[src/rtl/mem_port_arbiter.sv]
// mem_port_arbiter: shares one main-memory port between the I-cache (req0) and
// the D-cache (req1). Round-robin grant, single memory strobe, central
// wait-state counting, and a one-cycle ready pulse back to the winner.
module mem_port_arbiter #(
    parameter int WAIT_CYCLES = 4,
    parameter int CTR_W       = $clog2(WAIT_CYCLES + 1)
) (
    input  logic clk,
    input  logic reset,
    input  logic req0_strobe,
    input  logic req0_rw,
    input  logic req1_strobe,
    input  logic req1_rw,
    output logic mem_strobe,
    output logic mem_rw,
    output logic mem_sel,
    output logic ready0,
    output logic ready1,
    output logic busy
);

    // A zero wait-state memory makes the WAIT state meaningless.
    generate
        if (WAIT_CYCLES < 1) begin : g_bad_wait
            $error("mem_port_arbiter: WAIT_CYCLES must be >= 1");
        end
    endgenerate

    typedef enum logic [1:0] {
        S_IDLE  = 2'd0,
        S_ISSUE = 2'd1,
        S_WAIT  = 2'd2,
        S_DONE  = 2'd3
    } state_t;

    state_t           r_state;
    state_t           w_state_next;
    logic [CTR_W-1:0] r_ctr;
    logic [CTR_W-1:0] w_ctr_next;
    logic             r_sel;
    logic             w_sel_next;
    logic             r_rw;
    logic             w_rw_next;
    logic             r_last;
    logic             w_last_next;
    logic [1:0]       r_cool;
    logic [1:0]       w_cool_next;

    logic [1:0]       w_strobe;
    logic [1:0]       w_rw_in;
    logic [1:0]       w_elig;
    logic [1:0]       w_ready;
    logic             w_grant;

    assign w_strobe = {req1_strobe, req0_strobe};
    assign w_rw_in  = {req1_rw, req0_rw};

    // Per-requester eligibility (a requester that just finished is blocked for
    // one IDLE cycle since its strobe may still be stale) and ready decode.
    genvar gi;
    generate
        for (gi = 0; gi < 2; gi++) begin : g_req
            assign w_elig[gi]  = w_strobe[gi] & ~r_cool[gi];
            assign w_ready[gi] = (r_state == S_DONE) && (r_sel == 1'(gi));
        end
    endgenerate

    // On a tie the requester that did not win last time gets the port.
    assign w_grant = (w_elig == 2'b11) ? ~r_last : w_elig[1];

    assign ready0  = w_ready[0];
    assign ready1  = w_ready[1];
    assign mem_rw  = r_rw;
    assign mem_sel = r_sel;

    // Next-state, datapath next values and state-decoded outputs.
    always_comb begin
        w_state_next = r_state;
        w_ctr_next   = r_ctr;
        w_sel_next   = r_sel;
        w_rw_next    = r_rw;
        w_last_next  = r_last;
        w_cool_next  = 2'b00;
        mem_strobe   = 1'b0;
        busy         = (r_state != S_IDLE);
        case (r_state)
            S_IDLE: begin
                if (|w_elig) begin
                    w_sel_next   = w_grant;
                    w_rw_next    = w_rw_in[w_grant];
                    w_state_next = S_ISSUE;
                end
            end
            S_ISSUE: begin
                mem_strobe   = 1'b1;
                w_ctr_next   = CTR_W'(WAIT_CYCLES - 1);
                w_state_next = S_WAIT;
            end
            S_WAIT: begin
                if (r_ctr == '0) begin
                    w_state_next = S_DONE;
                end else begin
                    w_ctr_next = r_ctr - CTR_W'(1);
                end
            end
            S_DONE: begin
                w_last_next         = r_sel;
                w_cool_next[r_sel]  = 1'b1;
                w_state_next        = S_IDLE;
            end
            default: begin
                w_state_next = S_IDLE;
            end
        endcase
    end

    // State register; reset aborts any access in flight immediately.
    always_ff @(posedge clk or negedge reset) begin
        if (!reset) begin
            r_state <= S_IDLE;
        end else begin
            r_state <= w_state_next;
        end
    end

    // Wait counter, latched grant, round-robin history and cooldown flags.
    always_ff @(posedge clk or negedge reset) begin
        if (!reset) begin
            r_ctr  <= '0;
            r_sel  <= 1'b0;
            r_rw   <= 1'b0;
            r_last <= 1'b1;
            r_cool <= 2'b00;
        end else begin
            r_ctr  <= w_ctr_next;
            r_sel  <= w_sel_next;
            r_rw   <= w_rw_next;
            r_last <= w_last_next;
            r_cool <= w_cool_next;
        end
    end

endmodule

[config.mk]
export PLATFORM = sky130hd
export DESIGN_NAME = mem_port_arbiter
export DESIGN_NICKNAME = d
export VERILOG_FILES = /design/src/rtl/mem_port_arbiter.sv
export SDC_FILE = /design/constraint.sdc
export NUM_CORES = 1
export LEC_CHECK = 0
export ABC_AREA = 1
export BUFFER_PORTS_ARGS = -buffer_cell sky130_fd_sc_hd__buf_4
export CAP_MARGIN = 10
export CORE_AREA = 5 5 42 44
export CTS_BUF_LIST = sky130_fd_sc_hd__clkbuf_8
export CTS_CLUSTER_DIAMETER = 60
export CTS_CLUSTER_SIZE = 24
export DETAILED_ROUTE_END_ITERATION = 7
export DIE_AREA = 0 0 47 49
export PLACE_DENSITY = 0.67
export SLEW_MARGIN = 20
export SYNTH_ARGS = -nofsm -noshare
export SYNTH_HDL_FRONTEND = slang
export SYNTH_SLANG_ARGS = --single-unit
export TNS_END_PERCENT = 30
[constraint.sdc]
create_clock -name clk -period 1.7 [get_ports clk]
set_input_delay 0.085 -clock clk [delete_from_list [all_inputs] [get_ports clk]]
set_output_delay 0.085 -clock clk [all_outputs]
set_load 0.02 [all_outputs]
==> results.md <==
- Least-Margin Pin Slew: 215.8 ps
- Worst VDD drop: 0.9982 mV
- Max-cap violations: 0
- Total track usage: 0.1119
- Mapped Cells: 69
- Final TNS setup: 0 ps
- Total power: 1.357 mW
- Residual DRC: 0
- Place WS: 417.5 ps
- Post-synthesis sequential area ratio: 0.4537
- Drt first pass iters: 4
- Layout Area Growth over Synthesis: 28.44%
- Site Rows: 14
- Global-route wire length before repair: 1773 µm
- Setup Buffers After CTS: 0
- Clk buf depth: 2
- CTS Buf Count: 3
- CP Launch Type: register
- Clock sinks: 10
- Sequential power share: 0.314
- DP HPWL: 834.7 µm
- Setup CP Type: reg2out
- Yosys top cell area share: 0.4063
- Final Critical Period: 1295 ps
- Crit. End Element: output port
- Leakage: 0.4209 nW
- Max FO, Critical Path: 4
- Vias in the first global route: 447
- P_sw: 0.5701 mW
- Cts repair resizes: 0
- IO Pins: 12
- N_diodes: 0
- Max_slew headroom: 0.8556
- Synth area leaders: dfrtp_1 41%, ha_1 16%, nand2_1 12%, inv_1 11%, dfstp_2 4.7%
- DRT Wirelength: 1023 µm
- Post-route ant nets: 0
- Comb pwr share: 0.505
- IO Port Bufs: 11
- Clk_lat worst skew: 240 ps
- Hold-fix buffers, CTS: 1
- Final setup violation count: 0
- Fill cell count: 136
- Max Clock Freq: 772.3 MHz
- #FFs+latches synth: 10
- Die height: 49 µm
- RSZ-0062 raised after global routing: false
- Placer congestion estimate: 0.7758
- Max-slew violation count: 0
- Skew final: 4.894 ps
- Final instance area: 711.9 µm²
- Initial core utilization: 0.3955
- Final setup margin: 405.1 ps
- Internal: 0.7873 mW
- Root buf cell: clkbuf_8
- Largest net degree at the start of global routing: 11
- Power Dens Cells: 1907 mW/mm²
- DR vias/cell: 4.554
- Switching part of the total: 0.4200
- Net count, final: 99
- Hold crit path type: in2reg
- Worst EP required: 1620 ps
- Clock power share: 0.181
- DR WL/cell: 10.13 µm
- CTS tree: yes
- Syn Nets: 82
- Initial antenna violation count: 0
- CTS H-tree lvls: 1
- Util after Layout: 0.5080
- Core footprint: 0.001401 mm²
- Clock transition at path regs: 50 ps
- GR Overflow Total: 0
- Count of synthesis-stage warnings from yosys: 0
- Synth Area per Inst: 8.033 µm²
- DRT iter0 DRCs: 10
- Final hold vios: 0
- Die Wd: 47 µm
- Status: complete, no violations
- Fraction of layout cells with a size suffix above 1: 0.2000
- Routed vias: 460
- Arr. time, crit path: 1210 ps
- Area post-placement: 656.9 µm²
- Mapped cell area: 554.3 µm²
- Die area: 0.002303 mm²
- Post-synth top area cell: dfrtp_1
- Yosys cell types: 12
- Fin crit share: 0.7617
==> stage by stage <==
stage | std cells | hold slack (ps)
after global placement | 96 | -79.19
after detailed placement | 96 | -79.45
after floorplan | 69 | -210.6
after global routing | 101 | 199.5
after CTS | 101 | 168.6
final | 101 | 160.8
==> logic make-up after synthesis <==
kind of cell | count (synthesis) | share of synthesized area
buffers and inverters | 17 | 0.1151
AO/OA/AOI/OAI | 7 | 0.06318
flip-flops | 10 | 0.4537
adder cells (fa/ha/maj) | 7 | 0.1580
AND/OR/NAND/NOR | 28 | 0.2099
==> final cells by class <==
type	count	area, µm²	area share
Sequential cell	10	251.5	0.3533
Multi-Input combinational cell	42	239.0	0.3357
Timing Repair Buffer	12	92.59	0.1301
Inverter	17	63.81	0.08963
Clock buffer	3	41.29	0.05800
Tap cell	16	20.02	0.02812
Clock inverter	1	3.754	0.005272
==> synth_stat cells <==
cell type and n:
a21oi_1 3, inv_2 1, dfstp_2 1, ha_1 7, nand2_1 17, o21ai_0 3
dfrtp_1 9, nand3_2 1, nor2_1 6, inv_1 16, nand3_1 4, o21ai_1 1
==> worst paths after layout <==
kind                       depth (start not counted)          to       start  slack (ps)
max                                                4        busy  r_state[0]         410
max in group asynchronous                          2      r_last       reset        1260
min reg2reg                                        2      r_last      r_last         460
max reg2reg                                        8  r_state[0]    r_ctr[0]         410
min in group asynchronous                          2      mem_rw       reset         210
min                                                5      mem_rw     req0_rw         160
==> flip-flops by register name, indices dropped and copies added, names as in the netlist <==
| register | flops |
|---|---|
| r_state | 2 |
| r_ctr | 3 |
| r_last | 1 |
| r_cool | 2 |
| mem_sel | 1 |
| mem_rw | 1 |
==> cell usage in the layout (no fill, tap or decap), drive strengths merged <==
master       count
nor2             6
dfstp            1
ha               7
clkbuf           3
inv             18
o21ai            4
buf             11
nand2           17
nand3            5
dfrtp            9
dlygate4sd3      1
a21oi            3
==> power by group through the flow <==
stage | Clock (mW) | Combinational [mW] | Sequential (mW)
floorplan | 0 | 0.449 | 0.448
global placement | 0 | 0.665 | 0.429
detailed placement | 0 | 0.687 | 0.431
CTS | 0.253 | 0.695 | 0.428
global route | 0.263 | 0.788 | 0.447
finish | 0.245 | 0.685 | 0.427
==> critical path: stages, from the launching register on <==
cell and delay [ps]:
dfrtp_1 400, inv_1 120, ha_1 230, inv_1 70
buf_4 160
==> metal layers <==
metal	track usage	wire [µm]	up-vias
met5	0	0	-
met1	0.1279	415	204
li1	-	-	237
met4	0.09677	40	0
met3	0.02214	67	5
met2	0.1674	499	14
Power figures use the tool's default switching activity.
